## config.mk

```make
export PLATFORM = sky130hd
export DESIGN_NAME = apb_fifo_s
export DESIGN_NICKNAME = d
export VERILOG_FILES = /design/src/rtl/apb_fifo_s.sv
export SDC_FILE = /design/constraint.sdc
export NUM_CORES = 1
export LEC_CHECK = 0
export CAP_MARGIN = 30
export CELL_PAD_IN_SITES_DETAIL_PLACEMENT = 2
export CELL_PAD_IN_SITES_GLOBAL_PLACEMENT = 2
export CORE_ASPECT_RATIO = 2
export CORE_UTILIZATION = 43
export DETAILED_ROUTE_END_ITERATION = 8
export GPL_TIMING_DRIVEN = 1
export PLACE_DENSITY_LB_ADDON = 0.1
export SLEW_MARGIN = 20
export SYNTH_ARGS = -nofsm -noshare
export SYNTH_HDL_FRONTEND = slang
export SYNTH_SLANG_ARGS = --single-unit
```

## constraint.sdc

```tcl
create_clock -name PCLK -period 2.76 [get_ports PCLK]
set_input_delay 0.276 -clock PCLK [delete_from_list [all_inputs] [get_ports PCLK]]
set_output_delay 0.276 -clock PCLK [all_outputs]
set_load 0.005 [all_outputs]
```

## src/rtl/apb_fifo_s.sv

```systemverilog
`default_nettype none
// ============================================================================
//  Module   : apb_fifo_s
//  Brief    : APB3 slave exposing a 32-bit word FIFO through four registers
//             (DATA, STATUS, CONTROL, reserved), with programmable wait
//             states, PSLVERR on illegal accesses and a fill-level IRQ.
//  Revision : 1.0 - initial release
// ============================================================================
module apb_fifo_s #(
    parameter int P_DEPTH = 16,  // FIFO depth in words, power of 2, 2..128
    parameter int P_DELAY = 0    // wait states per access phase, 0..15
) (
    input  logic        PCLK,
    input  logic        PRESET,
    input  logic        PSEL,
    input  logic        PENABLE,
    input  logic [31:0] PADDR,
    input  logic        PWRITE,
    input  logic [31:0] PWDATA,
    output logic [31:0] PRDATA,
    output logic        PREADY,
    output logic        PSLVERR,
    output logic        IRQ
);

    localparam int         c_AW    = $clog2(P_DEPTH);
    localparam int         c_CW    = c_AW + 1;
    localparam logic [3:0] c_DELAY = 4'(P_DELAY);
    localparam logic [c_CW-1:0] c_FULL = c_CW'(P_DEPTH);

    // Storage and state
    logic [31:0]     r_mem [0:P_DEPTH-1];
    logic [c_AW-1:0] r_wptr;
    logic [c_AW-1:0] r_rptr;
    logic [c_CW-1:0] r_count;
    logic            r_ovf;
    logic            r_unf;
    logic            r_err_en;
    logic [7:0]      r_thresh;
    logic [3:0]      r_wcnt;
    logic            r_irq;

    // Transfer handshake
    logic w_access;
    logic w_ready;
    logic w_comp;

    // Decoded side effects of the completing cycle
    logic        w_push;
    logic        w_pop;
    logic        w_ovf_set;
    logic        w_unf_set;
    logic        w_ctrl_wr;
    logic        w_flush;
    logic [31:0] w_prdata;
    logic        w_pslverr;

    logic            w_full;
    logic            w_empty;
    logic [31:0]     w_status;
    logic [31:0]     w_control;
    logic [c_CW-1:0] w_count_next;
    logic [7:0]      w_count8_next;
    logic [7:0]      w_thresh_next;

    // Only PADDR[3:2] selects a register; the rest is intentionally ignored
    logic w_unused_addr;
    assign w_unused_addr = ^{PADDR[31:4], PADDR[1:0]};

    assign w_access = PSEL & PENABLE;
    assign w_ready  = !w_access || (r_wcnt == c_DELAY);
    assign w_comp   = w_access & w_ready;

    assign w_full  = (r_count == c_FULL);
    assign w_empty = (r_count == '0);

    assign w_status  = {16'h0000, 8'(r_count), 4'h0, r_unf, r_ovf, w_full, w_empty};
    assign w_control = {16'h0000, r_thresh, 6'h00, r_err_en, 1'b0};

    // Register decode: response and side-effect strobes, only in the completing cycle
    always_comb begin
        w_prdata  = 32'h0;
        w_pslverr = 1'b0;
        w_push    = 1'b0;
        w_pop     = 1'b0;
        w_ovf_set = 1'b0;
        w_unf_set = 1'b0;
        w_ctrl_wr = 1'b0;
        w_flush   = 1'b0;
        if (w_comp) begin
            case (PADDR[3:2])
                2'd0: begin
                    if (PWRITE) begin
                        if (w_full) begin
                            w_ovf_set = 1'b1;
                            w_pslverr = r_err_en;
                        end else begin
                            w_push = 1'b1;
                        end
                    end else begin
                        if (w_empty) begin
                            w_unf_set = 1'b1;
                            w_pslverr = r_err_en;
                        end else begin
                            w_prdata = r_mem[r_rptr];
                            w_pop    = 1'b1;
                        end
                    end
                end
                2'd1: begin
                    if (PWRITE) begin
                        w_pslverr = 1'b1;
                    end else begin
                        w_prdata = w_status;
                    end
                end
                2'd2: begin
                    if (PWRITE) begin
                        w_ctrl_wr = 1'b1;
                        w_flush   = PWDATA[0];
                    end else begin
                        w_prdata = w_control;
                    end
                end
                default: begin
                    w_pslverr = 1'b1;
                end
            endcase
        end
    end

    // Next fill level and threshold, shared by the count register and the IRQ
    always_comb begin
        w_count_next = r_count;
        if (w_flush) begin
            w_count_next = '0;
        end else if (w_push) begin
            w_count_next = r_count + c_CW'(1);
        end else if (w_pop) begin
            w_count_next = r_count - c_CW'(1);
        end
        w_count8_next = 8'(w_count_next);
        w_thresh_next = w_ctrl_wr ? PWDATA[15:8] : r_thresh;
    end

    // FIFO data array; no reset needed since count gates every read
    always_ff @(posedge PCLK) begin
        if (w_push) begin
            r_mem[r_wptr] <= PWDATA;
        end
    end

    // Control state: wait counter, pointers, flags, CONTROL fields and IRQ
    always_ff @(posedge PCLK or posedge PRESET) begin
        if (PRESET) begin
            r_wcnt   <= 4'h0;
            r_wptr   <= '0;
            r_rptr   <= '0;
            r_count  <= '0;
            r_ovf    <= 1'b0;
            r_unf    <= 1'b0;
            r_err_en <= 1'b0;
            r_thresh <= 8'h00;
            r_irq    <= 1'b0;
        end else begin
            // Dropping PSEL or completing restarts the wait count
            if (!w_access || w_comp) begin
                r_wcnt <= 4'h0;
            end else if (r_wcnt < c_DELAY) begin
                r_wcnt <= r_wcnt + 4'h1;
            end

            r_count <= w_count_next;

            if (w_flush) begin
                r_wptr <= '0;
                r_rptr <= '0;
                r_ovf  <= 1'b0;
                r_unf  <= 1'b0;
            end else begin
                if (w_push) begin
                    r_wptr <= r_wptr + c_AW'(1);
                end
                if (w_pop) begin
                    r_rptr <= r_rptr + c_AW'(1);
                end
                if (w_ovf_set) begin
                    r_ovf <= 1'b1;
                end
                if (w_unf_set) begin
                    r_unf <= 1'b1;
                end
            end

            if (w_ctrl_wr) begin
                r_err_en <= PWDATA[1];
                r_thresh <= PWDATA[15:8];
            end

            // IRQ tracks the post-edge count so it moves together with STATUS
            r_irq <= (w_thresh_next != 8'h00) && (w_count8_next >= w_thresh_next);
        end
    end

    assign PRDATA  = w_prdata;
    assign PREADY  = w_ready;
    assign PSLVERR = w_pslverr;
    assign IRQ     = r_irq;

endmodule
`default_nettype wire
```

# After elaboration in Yosys (flattened, before gate mapping)
# Memories as Yosys holds them, arrays and structs flattened.
# Index checks and enable logic that the tools add are counted.
[word_totals]
mem_count = 1
ramBits = 512
inputBits = 69
ff_bits = 29
word_cells = 84
output_inout_bits = 35
[op_classes]
reduce_logical = 13
addsub = 5
magnitude_cmp = 2
n_mux = 49
n_eq_ne = 3
bitwise = 2
[memory_table]
columns = ["name", "words", "word_bits", "read_ports", "rd_ports_with_merged_regs", "write_ports", "line_no", "source"]
rows = [
  ["r_mem", 16, 32, 1, 0, 1, "32", "logic [31:0] r_mem [0:P_DEPTH-1];"],
]
[op_table]
columns = ["op", "n"]
rows = [
  ["two-way mux 32 bit", 3],
  ["one-hot mux 32 bit (3 select lines)", 1],
  ["two-way mux 1 bit", 32],
  ["two-way mux 4 bit", 6],
  ["two-way mux 16 bit", 1],
  ["two-way mux 5 bit", 3],
  ["two-way mux 13 bit", 1],
  ["adder 4 x 1 -> 4 bit (second input constant)", 3],
  ["nonzero test 2 bit", 5],
  [">= comparator 5 x 8 -> 1 bit", 1],
  ["two-way mux 8 bit", 1],
  ["nonzero test 8 bit", 1],
  ["adder 5 x 1 -> 5 bit (second input constant)", 1],
  ["equality test 5 bit (second input constant)", 1],
  ["logical NOT 5 bit", 1],
  ["subtractor 5 x 1 -> 5 bit (second input constant)", 1],
  ["logical NOT 4 bit", 1],
  ["less-than comparator 4 x 1 -> 1 bit (second input constant)", 1],
  ["one-hot mux 1 bit (3 select lines)", 1],
  ["AND 1 bit", 2],
  ["equality test 2 x 1 -> 1 bit (second input constant)", 1],
  ["equality test 2 bit (second input constant)", 1],
  ["logical NOT 2 bit", 1],
  ["logical OR 1 bit", 2],
  ["other kinds (2)", 2],
]

# Longest topological paths before layout
[depth]
word_depth = 10
depth_mapped = 14
ltp_nobuf = 13

# Least setup slack after synthesis
# Ideal clock, no wire load.
[synth_path]
path_type = "reg2reg"
from = "reg r_count[0]"
to = "reg r_irq (netlist: IRQ)"
t_arrival_ns = 2.549
setup_slack_ns = 0.088
stages_incl_launch_ff = 15
setup_time_ns = 0.123
t_required_ns = 2.637
n_path_buf = 1
synth_period_minus_slack_ns = 2.672
cell_sequence = "dfrtp_1 > inv_1 > ha_1 > or4b_4 > and3_4 > buf_6 > nor2_1 > xnor2_1 > o21ai_0 > ha_1 > inv_1 > a21boi_0 > o21ai_0 > a21oi_1 > o221a_2"
[synth_between]
elab_chain_len = 10
word_cells_on_any_way = 17
classes_between = "2 x add/sub; 1 x order compare; 1 x eq/ne; 11 x mux; 2 x reduce/logical"
[synth_lines]
columns = ["item", "line_no", "source"]
rows = [
  ["from (decl)", "35", "logic [c_CW-1:0] r_count;"],
  ["from (signal assigned)", "173", "r_count <= w_count_next;"],
  ["logical NOT 5 bit", "75", "assign w_empty = (r_count == '0);"],
  ["two-way mux 1 bit", "101", "if (w_empty) begin"],
  ["two-way mux 1 bit", "93", "if (PWRITE) begin"],
  ["two-way mux 1 bit", "91", "case (PADDR[3:2])"],
  ["two-way mux 1 bit", "90", "if (w_comp) begin"],
  ["two-way mux 5 bit", "139", "end else if (w_pop) begin"],
  ["two-way mux 5 bit (*)", "137", "end else if (w_push) begin"],
  ["two-way mux 5 bit (*)", "135", "if (w_flush) begin"],
  [">= comparator 5 x 8 -> 1 bit (*)", "201", "r_irq <= (w_thresh_next != 8'h00) && (w_count8_next >= w_thresh_next);"],
  ["logical AND 1 bit (*)", "201", ""],
  ["to (signal assigned)", "201", ""],
  ["to (decl)", "41", "logic r_irq;"],
]
# Mark *: on every way between the ends. The rest lies on a longest branch, timed or not.
# A chain may end at the register's enable or synchronous reset.

# Final worst setup path
[layout_path]
from = "reg r_rptr[0]"
to = "out PRDATA[11]"
[layout_between]
elab_chain_len = 5
[layout_lines]
columns = ["item", "line_no", "source"]
rows = [
  ["from (decl)", "34", "logic [c_AW-1:0] r_rptr;"],
  ["from (signal assigned)", "185", "r_rptr <= r_rptr + c_AW'(1);"],
  ["memory (16 x 32 bit)", "n/a", ""],
  ["two-way mux 32 bit", "101", ""],
  ["two-way mux 32 bit", "93", ""],
  ["one-hot mux 32 bit (3 select lines)", "91", ""],
  ["two-way mux 32 bit", "90", ""],
  ["to (decl)", "20", "output logic [31:0] PRDATA,"],
]
# No other way between the ends.

==> flow_summary.ini <==
[status]
outcome = finished, violations left
violations = setup timing

[global_route]
grt_pass1_wl_mm = 92.22
overflow = 0
grt_max_degree = 43
grt_use_total = 0.2617
antenna_found_initial = 1
grt_pass1_vias = 12792

[clock_network]
clk_latency_ps = 580
cts_buffers = 48
hold_buffers = 0
cts_buffer_depth = 3
cts_tree = yes
h-tree-depth = 2
cts_sinks = 537
clock-root-buffer = clkbuf_16
clkTransAtPathRegs_ps = 70

[finish]
multi_input_area_sq_mm = 0.005507
num-fill-cells = 4057
areaGrowthSynthToFinish_pct = 27.19
fin_cells = 1951
seqCellArea_sq_mm = 0.01601
diodes = 0
nNetsFinal = 1354
layout-drive-gt1-share = 0.4404

[setup_path]
worst-setup-path-type = flop to primary output
critical_path_required_ps = 2480
crit_path_max_fanout = 6
r2r_end = IRQ
r2r_start = r_count[1]
worstSetupStartpointType = flop
crit_path_end_kind = primary output
crit_path_end = PRDATA[11]
rrSetupSlack_ps = -10
cp.arrival_ps = 2800
critical_path.startpoint = r_rptr[0]
rr_worst_depth = 14

[worst_hold_path]
hold_class = input pin to asynchronous set/reset pin

[synthesis]
yosys_register_bits = 537
synth_top_area_share = 0.7224
yosysSeqAreaShare = 0.7517
synthArstFlopShare = 0.04655
syn_area_sq_mm = 0.02128
synth_top_cell_by_area = edfxtp_1
synth.distinct_cells = 43
synth_area_leaders = edfxtp_1 (72%), mux4_2 (14%), dfrtp_1 (2.9%), mux2_2 (1.6%), a211oi_1 (1.5%)
synth.most_common_cell = edfxtp_1
synth.top_cells.by_count = edfxtp_1 (512), mux4_2 (128), a211oi_1 (43), mux2_2 (30), dfrtp_1 (25)
synth_nets = 1085
ys.flop_type = edfxtp_1
synth-edff-count = 512
yosysWarnings = 0
synth_cells = 1004
syn_area_per_cell_sq_um = 21.20

[timing]
fmax_mhz = 324.8
rsz0062_at_grt = true
slew_headroom = 0.4706
setup_viol = 33
slew_violations = 0
fin_crit_sh = 1.116
hold-worst-slack_ps = 147.5
finClkSkew_ps = 14.59
hold_viol_final = 0
layout_setup_ws_ps = -318.8
setup_tns_ps = -6013
layout_min_cycle_time_ps = 3079
tightest_slew_ps = 793.2

[pwr]
combPwrFrac = 0.299
ir_drop_uv = 476.6
p_leak_nw = 9.034
p_clk_frac = 0.299
internal_power_mw = 16.86
pwr-share-seq = 0.402
p_sw_frac = 0.2649
power_density_mw_per_mm2 = 847.2
switchingPower_mw = 6.075

[route]
routed_wl_mm = 64.00
drc_errors = 0
antenna_left = 0
drtPass1Iterations = 5
vias_per_cell = 5.753
wl_per_cell_um = 32.81
vias = 11225
drtIter0Drc = 723

[die]
ioPinCount = 104
die_w_um = 159.3
die_area_sq_mm = 0.05045
core_region_area_sq_mm = 0.04907
start_util = 0.4338
rows = 115
dieHeight_um = 316.6

[placement]
io_buffers = 72
gp_congestion = 0.7531
placed_cells = 1785
dp_hpwl_mm = 37.58

[run]
max-cap-violations = 0
[cell usage in the layout, fill, tap and decap left out, types with 4 or more instances in the layout]
cell type / n
a21oi_1: 10
a211oi_4: 6
clkbuf_16: 49
mux2i_1: 15
nor2_1: 14
clkinv_2: 11
o21ai_0: 5
edfxtp_1: 512
buf_12: 56
buf_16: 7
mux4_2: 128
a22oi_2: 12
buf_8: 12
clkbuf_1: 7
mux2_2: 12
buf_2: 30
a211oi_2: 36
buf_4: 94
inv_1: 10
mux2i_2: 5
clkinv_1: 6
dfrtp_1: 21
a22oi_1: 7
nor2b_1: 10
clkdlybuf4s50_1: 40
nor2b_4: 12
and2_2: 16
ha_1: 11
nor3_1: 4
mux2_4: 18
nand2_1: 18
nand3_1: 9
bufinv_16: 5
buf_6: 35
xor2_1: 5
o21ai_1: 8
[sequential cells by signal, indices dropped and copies added (netlist names)]
name,cells
r_mem,512
r_rptr,4
r_unf,1
r_count,5
IRQ,1
r_thresh,8
r_err_en,1
r_ovf,1
r_wptr,4
[critical path: stages (launching register included)]
cell and delay, ps:
dfrtp_4 560, buf_4 180, buf_12 130, buf_6 120, mux4_2 450, mux2_4 290, a22oi_2 250, o21ai_1 110
buf_2 140
[layer usage]
metal,share of wire,global-route usage,vias to the layer above
met5,0.00020,0,-
met4,0.041,0.1056,2
met3,0.033,0.02747,119
met2,0.57,0.5115,332
met1,0.36,0.2869,6067
li1,-,-,4705
[how the worst min path moves through the flow]
stage / to / slack, ps / cells past startpoint
6_report: r_thresh[4] / 150 / 2
5_1_grt: r_wptr[0] / 190 / 2
4_1_cts: r_thresh[4] / 140 / 2
3_5_place_dp: r_ovf / 530 / 2
3_3_place_gp: r_ovf / 500 / 2
2_1_floorplan: IRQ / 300 / 1
[logic make-up (layout without fill, tap and decap cells)]
group | Yosys count | after routing | synth area share
compound gates | 90 | 90 | 0.03127
xor+xnor | 9 | 9 | 0.003703
fa+ha+maj | 12 | 12 | 0.007054
buf+inv | 68 | 372 | 0.01593
flops | 537 | 537 | 0.7517
mux | 181 | 181 | 0.1621
other cells | 1 | 1 | 0.0001762
simple gates | 106 | 106 | 0.02798
[area by class of cell]
| class | instances | area share |
|---|---|---|
| multi-input cells | 399 | 0.2034 |
| inverters | 12 | 0.001664 |
| repair buffers | 275 | 0.1163 |
| well taps | 643 | 0.02972 |
| clock inverters | 26 | 0.009567 |
| clock buffers | 59 | 0.04779 |
| flip-flops and latches | 537 | 0.5915 |
[power by group through the flow]
stage	combinational [mW]	sequential [mW]	clock [mW]
2_1_floorplan	2.97	9.31	0
3_3_place_gp	4.32	9.37	0
3_5_place_dp	4.42	9.39	0
4_1_cts	6.66	9.22	6.92
5_1_grt	7.25	9.23	7.16
6_report	6.86	9.22	6.85
[per-stage QoR]
step	cell area [sq um]	total power, mW	worst slack, ps	util
after floorplan	21280	12.28	88.29	-
after global placement	23980	13.69	-92.63	0.4887
after detailed placement	23980	13.81	-186.4	0.4887
after CTS	26930	22.79	-317.4	0.5488
after global routing	27070	23.64	-354.2	0.5517
final	27070	22.94	-318.8	0.5517
[what timing repair did]
item / 4_1_cts / 5_1_grt
cloned: 9 / 0
pin swaps: 59 / 43
resized for setup: 289 / 47
setup endpoints to repair: 34 / 63
buffers inserted: 71 / 21
Note: power is estimated with default switching activity, not from simulation.
